==> src/rtl/trigger_event_collector.sv <==
// Collects rising-edge events into a sticky pending mask and emits rate-limited
// one-cycle trigger pulses; counts events lost while their bit was already pending.
module trigger_event_collector #(
  parameter int unsigned N       = 16,
  parameter int unsigned HOLDOFF = 4,
  parameter int unsigned CNT_W   = 8
) (
  input  logic             clk,
  input  logic             reset,
  input  logic [N-1:0]     ev_in,
  input  logic [N-1:0]     ev_mask,
  input  logic [N-1:0]     ack,
  input  logic             clr_drop,
  output logic [N-1:0]     trig_out,
  output logic [N-1:0]     pending,
  output logic [CNT_W-1:0] drop_count,
  output logic             busy
);

  localparam int unsigned HW = (HOLDOFF > 1) ? $clog2(HOLDOFF) : 1;
  localparam logic [HW-1:0] HOLD_LOAD = HW'((HOLDOFF == 0) ? 0 : HOLDOFF - 1);
  localparam int unsigned SW = CNT_W + $clog2(N + 1);

  typedef enum logic [1:0] {
    ST_IDLE,
    ST_EMIT,
    ST_HOLD
  } state_e;

  state_e          state_q;
  logic [HW-1:0]   hold_cnt_q;
  logic [N-1:0]    ev_q;
  logic [N-1:0]    pending_q, pending_d;
  logic [N-1:0]    sent_q, sent_d;
  logic [N-1:0]    trig_q;
  logic [CNT_W-1:0] drop_q, drop_d;

  logic [N-1:0]    edge_det;
  logic [N-1:0]    drops;
  logic [N-1:0]    new_bits;
  logic [N-1:0]    emit_bits;
  logic [SW-1:0]   drop_sum;

  always_comb begin
    edge_det  = ev_in & ~ev_q & ev_mask;
    drops     = edge_det & pending_q & ~ack;
    pending_d = edge_det | (pending_q & ~ack);
    new_bits  = pending_q & ~sent_q;
    emit_bits = (state_q == ST_IDLE) ? new_bits : '0;
    // A fresh edge re-arms the bit; an emit in the same cycle still marks it sent.
    sent_d    = (sent_q & ~(ack | edge_det)) | emit_bits;

    drop_sum = SW'(drop_q);
    for (int unsigned i = 0; i < N; i++) begin
      drop_sum = drop_sum + SW'(drops[i]);
    end
    if (clr_drop) begin
      drop_d = '0;
    end else if (drop_sum > SW'({CNT_W{1'b1}})) begin
      drop_d = '1;
    end else begin
      drop_d = drop_sum[CNT_W-1:0];
    end
  end

  always_ff @(posedge clk) begin
    if (reset) begin
      state_q    <= ST_IDLE;
      hold_cnt_q <= '0;
      ev_q       <= '0;
      pending_q  <= '0;
      sent_q     <= '0;
      trig_q     <= '0;
      drop_q     <= '0;
    end else begin
      ev_q      <= ev_in;
      pending_q <= pending_d;
      sent_q    <= sent_d;
      drop_q    <= drop_d;
      case (state_q)
        ST_IDLE: begin
          trig_q <= emit_bits;
          if (|emit_bits) begin
            state_q <= ST_EMIT;
          end
        end
        ST_EMIT: begin
          trig_q <= '0;
          if (HOLDOFF == 0) begin
            state_q <= ST_IDLE;
          end else begin
            state_q    <= ST_HOLD;
            hold_cnt_q <= HOLD_LOAD;
          end
        end
        ST_HOLD: begin
          trig_q <= '0;
          if (hold_cnt_q == '0) begin
            state_q <= ST_IDLE;
          end else begin
            hold_cnt_q <= hold_cnt_q - 1'b1;
          end
        end
        default: begin
          trig_q  <= '0;
          state_q <= ST_IDLE;
        end
      endcase
    end
  end

  assign trig_out   = trig_q;
  assign pending    = pending_q;
  assign drop_count = drop_q;
  assign busy       = (state_q != ST_IDLE);

endmodule

==> config.mk <==
export PLATFORM = sky130hd
export DESIGN_NAME = trigger_event_collector
export DESIGN_NICKNAME = d
export VERILOG_FILES = /design/src/rtl/trigger_event_collector.sv
export SDC_FILE = /design/constraint.sdc
export NUM_CORES = 1
export LEC_CHECK = 0
export ABC_AREA = 1
export BUFFER_PORTS_ARGS = -buffer_cell sky130_fd_sc_hd__buf_2
export CORE_ASPECT_RATIO = 2
export CORE_UTILIZATION = 52
export CTS_CLUSTER_SIZE = 40
export DETAILED_ROUTE_END_ITERATION = 12
export PLACE_DENSITY_LB_ADDON = 0.2
export SLEW_MARGIN = 20
export SYNTH_ARGS = -nofsm -noshare
export SYNTH_HDL_FRONTEND = slang
export SYNTH_SLANG_ARGS = --single-unit
==> constraint.sdc <==
create_clock -name clk -period 4.54 [get_ports clk]
set_clock_uncertainty 0.05 [all_clocks]
set_input_delay 0 -clock clk [delete_from_list [all_inputs] [get_ports clk]]
set_output_delay 0 -clock clk [all_outputs]
set_load 0.01 [all_outputs]
[After elaboration in Yosys (flattened, before gate mapping)]
Cells that the tools add are included.
Storage, ports and cells
  flip-flop bits (word level): 76
  output and inout bits: 41
  logic and storage cells: 61
Cells by class
  add/sub/neg operators: 17
  magnitude comparators: 1
  eq/ne operators: 5
  muxes and demuxes: 7
  bitwise logic cells: 15
  reductions and logical operators: 9
Operators by type and width (number)
  adder 13 x 1 -> 13 bit: 11
  bitwise AND 16 bit: 7
  inverter 16 bit: 4
  OR 16 bit: 3
  2-to-1 mux 16 bit: 1
  OR reduction 16 bit: 1
  adder 12 x 1 -> 13 bit: 1
  greater-than comparator 13 x 8 -> 1 bit (second input constant): 1
  adder 11 x 1 -> 12 bit: 1
  adder 10 x 1 -> 11 bit: 1
  adder 9 x 1 -> 10 bit: 1
  adder 8 x 1 -> 9 bit: 1
  2-to-1 mux 8 bit: 1
  2-to-1 mux 2 bit: 3
  case mux 2 bit (3 select lines): 1
  zero test 2 bit: 2
  != test 2 bit (second input constant): 2
  case mux 2 bit (2 select lines): 1
  AND reduction 2 bit: 2
  nonzero test 2 bit: 2
  OR reduction 2 bit: 2
  equality test 2 x 1 -> 1 bit (second input constant): 1
  equality test 2 bit (second input constant): 1
  != test 2 x 1 -> 1 bit (second input constant): 1
  other kinds (2): 2

[Depth between registers and ports, before layout]
Gate-level depths: netlist of run 1.
  depth in word-level cells: 23
  mapped depth: 21
  mapped depth without buffers: 21

[Least setup slack after synthesis of run 1]
No wires, ideal clock.
  path type: register to register
  start point: register pending_q[10], in the netlist pending[10]
  end point: register drop_q[2], in the netlist drop_count[2]
  arrival time: 3.975 ns
  required time: 4.381 ns
  path slack: 0.405 ns
  stages on the path, launching flop included: 19
  buffers on the path: 0
  cells stage by stage: dfxtp_1 > nand3_1 > fa_1 > inv_1 > fa_1 > inv_1 > fa_1 > inv_1 > fa_1 > fa_1 > inv_1 > fa_1 > inv_1 > nand3_1 > nand2_1 > a21oi_4 > o21ai_0 > nand2_1 > inv_1
On the way
  longest elaborated chain between the ends: 10
Ends and longest elaborated chain
  start: declaration: RTL line 33  | logic [N-1:0] pending_q, pending_d;
  start signal: assignment: RTL line 77  | pending_q <= pending_d;
  bitwise AND 16 bit (*) (2 in a row): RTL line 46  | drops = edge_det & pending_q & ~ack;
  adder 13 x 1 -> 13 bit (*) (6 in a row): RTL line 55  | drop_sum = drop_sum + SW'(drops[i]);
  greater-than comparator 13 x 8 -> 1 bit: RTL line 59  | end else if (drop_sum > SW'({CNT_W{1'b1}})) begin
  2-to-1 mux 8 bit (*): RTL line 59
  end signal: assignment: RTL line 79  | drop_q <= drop_d;
  end: declaration: RTL line 36  | logic [CNT_W-1:0] drop_q, drop_d;
Mark *: on every way between the ends. The rest lies on a longest branch, timed or not.
A chain may end at the register's enable or synchronous reset.

[Worst setup path in the final report of run 1]
  start point: input ev_in[6]
  end point: register drop_q[4], in the netlist drop_count[4]
On the way
  longest elaborated chain between the ends: 16
Ends and longest elaborated chain
  start: declaration: RTL line 10  | input logic [N-1:0] ev_in,
  bitwise AND 16 bit (*) (2 in a row): RTL line 45  | edge_det = ev_in & ~ev_q & ev_mask;
  bitwise AND 16 bit (*) (2 in a row): RTL line 46
  adder 13 x 1 -> 13 bit (*) (10 in a row): RTL line 55
  greater-than comparator 13 x 8 -> 1 bit: RTL line 59
  2-to-1 mux 8 bit (*): RTL line 59
Marked as above.

==> results.sh, run 1 <==
export IMPL_peakVddDrop_mv=0.286
export IMPL_io_pins=92
export IMPL_fmax_ghz=0.234
export IMPL_worstMarginPinSlew_ns=0.679
export IMPL_synth_yosys_seq_area_share=0.457
export IMPL_floorplan_die_height_um=115
export IMPL_fp_row_count=40
export IMPL_htree_levels=3
export IMPL_final_net_count=651
export IMPL_dp_worst_setup_slack_ns=0.171
export IMPL_power_density_nw_per_um2=340
export IMPL_fin_crit_ns=4.27
export IMPL_gp_congestion=0.822
export IMPL_rrSetupSlack_ns=0.29
export IMPL_worst_r2r_cell_count=18
export IMPL_hold_viol_final=0
export IMPL_critical_path_capture_point="drop_count[4]"
export IMPL_drc=0
export IMPL_timing_critical_path_to_type="flop"
export IMPL_netlist_top_cell_by_area="sky130_fd_sc_hd__dfxtp_1"
export IMPL_tritoncts_buffer_count=9
export IMPL_slew_margin_rel=0.547
export IMPL_post_dr_wirelength_cell_um=13.1
export IMPL_yosys_cell_types_count=20
export IMPL_crit_path_arrival_time_ns=4.47
export IMPL_worst_r2r_endpoint="drop_count[4]"
export IMPL_finish_cell_count_without_fillers=668
export IMPL_yosys_area_top_type_share=0.457
export IMPL_critical_path_startpoint_type="primary input"
export IMPL_floorplan_core_area_um2=6110
export IMPL_regToRegStartpoint="ev_q[10]"
export IMPL_grt_start_max_net_pins=69
export IMPL_synthesis_nets=501
export IMPL_postSynthAreaPerCell_um2=7.76
export IMPL_drt_total_wl_um=8720
export IMPL_area_growth_pct=41.6
export IMPL_sink_count_of_the_clock_tree=76
export IMPL_maxSlewViolCount=0
export IMPL_required_ns=4.75
export IMPL_hold_slack_final_ns=0.0420
export IMPL_worst_path_fanout_max=7
export IMPL_via_to_cell_ratio=4.82
export IMPL_status="complete, no violations"
export IMPL_layout_common_cells="sky130_fd_sc_hd__buf_2, sky130_fd_sc_hd__inv_1, sky130_fd_sc_hd__dfxtp_1, sky130_fd_sc_hd__nor2_1, sky130_fd_sc_hd__nand2_1"
export IMPL_synth_seq_cells=76
export IMPL_post_synth_instance_area_um2=3330
export IMPL_worst_skew_pair_later_pin_latency_ns=0.33
export IMPL_placed_cells_incl_taps=596
export IMPL_grt_pass1_vias=3298
export IMPL_port_buffers=91
export IMPL_post_dp_hpwl_um=5740
export IMPL_antenna_diode_count=0
export IMPL_globalRouteTotalUtil=0.277
export IMPL_drive_above_1_share=0.202
export IMPL_cts_max_path_buffers=2
export IMPL_clock_transition_time_at_the_flip_flop_clock_pins_of_the_worst_setup_and_hold_paths_ns=0.05
export IMPL_p_leak_nw=2.43
export IMPL_grt_setup_unrepaired="no"
export IMPL_drt_pre_antenna_iters=4
export IMPL_drtAntennaViolNets=0
export IMPL_start_util=0.545
export IMPL_fin_crit_sh=0.940
export IMPL_mostFrequentLayoutCell="sky130_fd_sc_hd__buf_2"
export IMPL_cts_root_buffer="sky130_fd_sc_hd__clkbuf_16"
export IMPL_die_area_um2=6740
export IMPL_tritoncts="done"
export IMPL_n_fill_cell=469
export IMPL_grt_overflow_total=0
export IMPL_initial_antenna_violation_count=0
export IMPL_timing_hold_worst_class="primary input to flop"
export IMPL_routed_via_count=3218
export IMPL_setup_violations=0
export IMPL_die_width_um=58.6
export IMPL_post_synth_main_area_contributors="sky130_fd_sc_hd__dfxtp_1, sky130_fd_sc_hd__inv_1, sky130_fd_sc_hd__nor2_1"
export IMPL_max_cap_viol_count=0
export IMPL_syn_instance_count=429
export IMPL_drt_iter0_drc=163
export IMPL_crit_start="ev_in[6]"
export IMPL_yosysWarningCount=0
export IMPL_finalSetupTns_ns=0
export IMPL_fin_ws_ns=0.272
export IMPL_criticalPathCategory="primary input to flop"
export IMPL_grt_first_pass_wirelength_um=13900
## cell type report
class | count | area, um2 | share of cell area
flip-flops and latches | 76 | 1520 | 0.323
multi-input cells | 262 | 1470 | 0.311
repair buffers | 148 | 1020 | 0.217
inverters | 82 | 308 | 0.0653
clock buffers | 12 | 267 | 0.0566
well taps | 84 | 105 | 0.0223
clock inverters | 4 | 22.5 | 0.00478
## where the power goes
group | internal, W | switching [W]
registers | 0.000702 | 0.0000191
clock network | 0.000411 | 0.000259
logic | 0.0000959 | 0.000117
total | 0.00121 | 0.000395
## synth_stat cells (all sizes together)
library cell / number
fa: 12
nor2: 75
xnor2: 2
nand3: 32
o21bai: 1
o21ai: 4
nand3b: 16
ha: 9
clkbuf: 3
buf: 6
inv: 82
dfxtp: 76
nand2: 70
nand4: 2
a21oi: 39
## per-layer routing
layer  vias up  global-route usage  wire, um
met5         -                   0         0
met4         0               0.190       487
met3        37              0.0574       353
met2       107               0.515      4900
met1      1460               0.258      2980
li1       1614                   -         -
## repair_timing
item | CTS | global route
endpoints found under the hold margin | 54 | 0
buffers inserted | 0 | 1
hold buffers | 55 | 0
gates resized for setup | 0 | 6
endpoints found under the setup margin | 0 | 8
## critical path, stage by stage
cell                            delay (ns)
sky130_fd_sc_hd__dlygate4sd3_1        0.52
sky130_fd_sc_hd__buf_2                0.11
sky130_fd_sc_hd__nand2_1              0.05
sky130_fd_sc_hd__nor2_1               0.12
sky130_fd_sc_hd__nand3_1              0.12
sky130_fd_sc_hd__fa_1                 0.54
sky130_fd_sc_hd__fa_1                 0.53
sky130_fd_sc_hd__fa_1                 0.55
sky130_fd_sc_hd__inv_1                0.05
sky130_fd_sc_hd__fa_1                 0.53
sky130_fd_sc_hd__fa_2                 0.23
sky130_fd_sc_hd__inv_1                0.05
sky130_fd_sc_hd__fa_1                 0.37
sky130_fd_sc_hd__inv_1                0.10
sky130_fd_sc_hd__nand3_1              0.08
sky130_fd_sc_hd__nand2_2              0.12
sky130_fd_sc_hd__a21oi_4              0.09
sky130_fd_sc_hd__buf_4                0.15
sky130_fd_sc_hd__a21oi_1              0.15
## flip-flops by register name (all words and copies together), names as in the netlist
signal and cells:
ev_q 16, drop_count 8, state_q 2, hold_cnt_q 2, sent_q 16, pending 16, trig_out 16
## worst min-delay path by stage
stage | cells after the start | to | from | slack (ns)
after floorplan | 2 | ev_q[10] | ev_in[10] | 0.06
after global placement | 3 | ev_q[1] | ev_in[1] | 0.16
after detailed placement | 3 | ev_q[0] | ev_in[0] | 0.17
after CTS | 5 | pending[4] | ev_mask[4] | 0.03
after global routing | 5 | pending[4] | ev_mask[4] | 0.06
final | 5 | pending[4] | ev_mask[4] | 0.04
## metrics by stage
step | power, W | util | cell area (um2)
2_1_floorplan | 0.000842 | - | 3330
3_3_place_gp | 0.000899 | 0.631 | 3850
3_5_place_dp | 0.000906 | 0.631 | 3850
4_1_cts | 0.00161 | 0.768 | 4690
5_1_grt | 0.00167 | 0.772 | 4710
6_report | 0.00160 | 0.772 | 4710
## cell families after synthesis
logic type / after synthesis / share of synthesized area
adder cells (fa/ha/maj): 21 / 0.106
AO/OA/AOI/OAI: 44 / 0.0703
flip-flops: 76 / 0.457
XOR/XNOR: 2 / 0.00526
buffers and inverters: 91 / 0.106
AND/OR/NAND/NOR: 195 / 0.255
No activity file was read; power rests on OpenSTA's default activity.
==> run 2: changes to the inputs <==
--- a/config.mk
+++ b/config.mk
@@ -5,7 +5,6 @@
 export SDC_FILE = /design/constraint.sdc
 export NUM_CORES = 1
 export LEC_CHECK = 0
-export ABC_AREA = 1
 export BUFFER_PORTS_ARGS = -buffer_cell sky130_fd_sc_hd__buf_2
 export CORE_ASPECT_RATIO = 2
 export CORE_UTILIZATION = 52
==> run 2 against run 1 <==
Effect of this change: first-iteration DRC count is 9.2% higher; critical endpoint is now drop_count[7]; highest routed layer unchanged; sequential power up 1%; combinational power about the same.
==> results.sh, run 2 <==
export IMPL_yosysWarningCount=0
export IMPL_synthesis_nets=442
export IMPL_setup_violations=0
export IMPL_grt_first_pass_wirelength_um=13400
export IMPL_mostFrequentLayoutCell="sky130_fd_sc_hd__buf_2"
export IMPL_final_net_count=580
export IMPL_grt_start_max_net_pins=55
export IMPL_fin_crit_ns=4.50
export IMPL_critical_path_startpoint_type="flop"
export IMPL_tritoncts_buffer_count=9
export IMPL_clock_transition_time_at_the_flip_flop_clock_pins_of_the_worst_setup_and_hold_paths_ns=0.06
export IMPL_port_buffers=91
export IMPL_drive_above_1_share=0.238
export IMPL_post_dp_hpwl_um=5720
export IMPL_crit_path_arrival_time_ns=4.67
export IMPL_io_pins=92
export IMPL_globalRouteTotalUtil=0.273
export IMPL_final_area_um2=4670
export IMPL_layout_common_cells="sky130_fd_sc_hd__buf_2, sky130_fd_sc_hd__dfxtp_1, sky130_fd_sc_hd__nor2_1, sky130_fd_sc_hd__dlygate4sd3_1, sky130_fd_sc_hd__inv_1"
export IMPL_cts_root_buffer="sky130_fd_sc_hd__clkbuf_16"
export IMPL_status="complete, no violations"
export IMPL_grt_overflow_total=0
export IMPL_gp_congestion=0.808
export IMPL_postSynthAreaPerCell_um2=8.90
export IMPL_finish_cell_count_without_fillers=597
export IMPL_initial_antenna_violation_count=0
export IMPL_worstMarginPinSlew_ns=0.966
export IMPL_floorplan_core_area_um2=6060
export IMPL_flip_flop_and_latch_area_um2=1520
export IMPL_timing_critical_path_to_type="flop"
export IMPL_hold_viol_final=0
export IMPL_drt_total_wl_um=8490
export IMPL_cts_max_path_buffers=2
export IMPL_htree_levels=3
export IMPL_area_growth_pct=41.7
export IMPL_via_to_cell_ratio=5.13
export IMPL_criticalPathCategory="flop to flop"
export IMPL_post_dr_wirelength_cell_um=14.2
export IMPL_synth_yosys_seq_area_share=0.462
export IMPL_power_total_w=0.00186
export IMPL_start_util=0.544
export IMPL_syn_instance_count=370
export IMPL_drc=0
export IMPL_n_fill_cell=432
export IMPL_maxSlewViolCount=0
export IMPL_antenna_diode_count=0
export IMPL_floorplan_die_height_um=115
export IMPL_fp_row_count=40
export IMPL_yosys_cell_types_count=36
export IMPL_ys_async_sr_fraction=0
export IMPL_synth_seq_cells=76
export IMPL_synth_main_ff_cell="sky130_fd_sc_hd__dfxtp_1"
export IMPL_combined_area_of_the_multi_input_logic_cells_um2=1590
export IMPL_drt_pre_antenna_iters=4
export IMPL_grt_setup_unrepaired="yes"
export IMPL_required_ns=4.70
export IMPL_post_synth_instance_area_um2=3290
export IMPL_drt_iter0_drc=178
export IMPL_synthMostInstantiatedCell="sky130_fd_sc_hd__dfxtp_1"
export IMPL_number_of_synthesized_flops_with_an_enable_pin=0
export IMPL_drtAntennaViolNets=0
export IMPL_routed_via_count=3064
export IMPL_p_leak_nw=2.21
export IMPL_slew_margin_rel=0.356
export IMPL_netlist_top_cell_by_area="sky130_fd_sc_hd__dfxtp_1"
export IMPL_die_area_um2=6670
export IMPL_placed_cells_incl_taps=538
export IMPL_max_cap_viol_count=0
export IMPL_fmax_ghz=0.222
export IMPL_grt_pass1_vias=3036
export IMPL_worst_skew_pair_later_pin_latency_ns=0.33
export IMPL_post_synth_main_area_contributors="sky130_fd_sc_hd__dfxtp_1, sky130_fd_sc_hd__fa_1, sky130_fd_sc_hd__nor2_1"
export IMPL_synth_common_cells="sky130_fd_sc_hd__dfxtp_1, sky130_fd_sc_hd__nor2_1, sky130_fd_sc_hd__inv_1"
export IMPL_timing_hold_worst_class="primary input to flop"
export IMPL_die_width_um=58.3
export IMPL_tritoncts="done"
export IMPL_sink_count_of_the_clock_tree=76
export IMPL_fin_crit_sh=0.992
export IMPL_worst_path_fanout_max=3
export IMPL_post_dp_cell_area_um2=3830
export IMPL_peakVddDrop_mv=0.236
export IMPL_yosys_area_top_type_share=0.462
export IMPL_power_density_nw_per_um2=398
run 2: changes by cell type after synthesis, moves of 12 or more:
cell / change
sky130_fd_sc_hd__nor2b_1: +26
sky130_fd_sc_hd__nand2b_1: +12
sky130_fd_sc_hd__inv_1: -41
sky130_fd_sc_hd__nand3_1: -20
sky130_fd_sc_hd__a21oi_1: -13
sky130_fd_sc_hd__nand2_1: -56
run 2: where the power goes:
part	leakage, nW	internal, W	total (W)	switching [W]
Sequential	0.622	0.000701	0.000728	0.0000268
Clock	0.186	0.000647	0.000918	0.000271
Combinational	1.41	0.000105	0.000211	0.000106
Total	2.21	0.00145	0.00186	0.000404
run 2: critical path, stage by stage (launching register included):
cell and delay (ns):
sky130_fd_sc_hd__dfxtp_1 0.31, sky130_fd_sc_hd__and3b_2 0.26, sky130_fd_sc_hd__nand3_2 0.09, sky130_fd_sc_hd__fa_1 0.58
sky130_fd_sc_hd__inv_2 0.05, sky130_fd_sc_hd__fa_1 0.51, sky130_fd_sc_hd__inv_1 0.05, sky130_fd_sc_hd__fa_1 0.50
sky130_fd_sc_hd__inv_2 0.05, sky130_fd_sc_hd__fa_1 0.49, sky130_fd_sc_hd__fa_2 0.36, sky130_fd_sc_hd__inv_2 0.07
sky130_fd_sc_hd__fa_2 0.21, sky130_fd_sc_hd__nand4b_1 0.08, sky130_fd_sc_hd__or4_1 0.40, sky130_fd_sc_hd__o31ai_1 0.25
sky130_fd_sc_hd__a21oi_1 0.09
run 2: final timing paths:
| check | from | to | slack (ns) | cells past startpoint |
|---|---|---|---|---|
| setup / recovery | ev_q[14] | drop_count[7] | 0.04 | 16 |
| hold / removal | ev_mask[2] | sent_q[2] | 0.04 | 4 |
| setup reg to reg | ev_q[14] | drop_count[7] | 0.04 | 16 |
| hold reg to reg | sent_q[10] | sent_q[10] | 0.43 | 2 |
run 2: cell families after synthesis:
group | synth area share
DFF | 0.462
buffers and inverters | 0.0639
xor gates and xnor gates | 0.00532
muxes | 0.00608
adders and majority gates | 0.107
AOI/OAI and AO/OA | 0.106
and+or+nand+nor | 0.250
run 2: what timing repair did:
item	in CTS	in global routing
hold buffers	41	0
endpoints found under the setup margin	6	7
setup buffers	0	2
pin swaps	1	10
endpoints found under the hold margin	48	0
gates resized for setup	2	9
run 2: final cells by class:
cell class	instances	area share
flip-flops and latches	76	0.326
clock buffers	9	0.0483
inverters	41	0.0330
multi-input cells	242	0.340
repair buffers	138	0.195
clock inverters	7	0.0349
well taps	84	0.0225
run 2: per-stage QoR:
step | util | hold slack, ns | TNS (ns) | worst slack [ns]
after global routing | 0.770 | 0.0619 | -0.261 | -0.146
after CTS | 0.764 | 0.0369 | 0 | 0.00871
after detailed placement | 0.632 | 0.180 | -0.456 | -0.106
after floorplan | - | 0.0782 | 0 | 0.108
after global placement | 0.632 | 0.171 | 0 | 0.0150
final | 0.770 | 0.0351 | 0 | 0.0374
run 2: layer usage:
layer / GRT usage / wire length, um / vias up
li1: - / - / 1495
met1: 0.257 / 3160 / 1437
met2: 0.509 / 4650 / 104
met3: 0.0655 / 339 / 28
met4: 0.163 / 343 / 0
met5: 0 / 0 / -
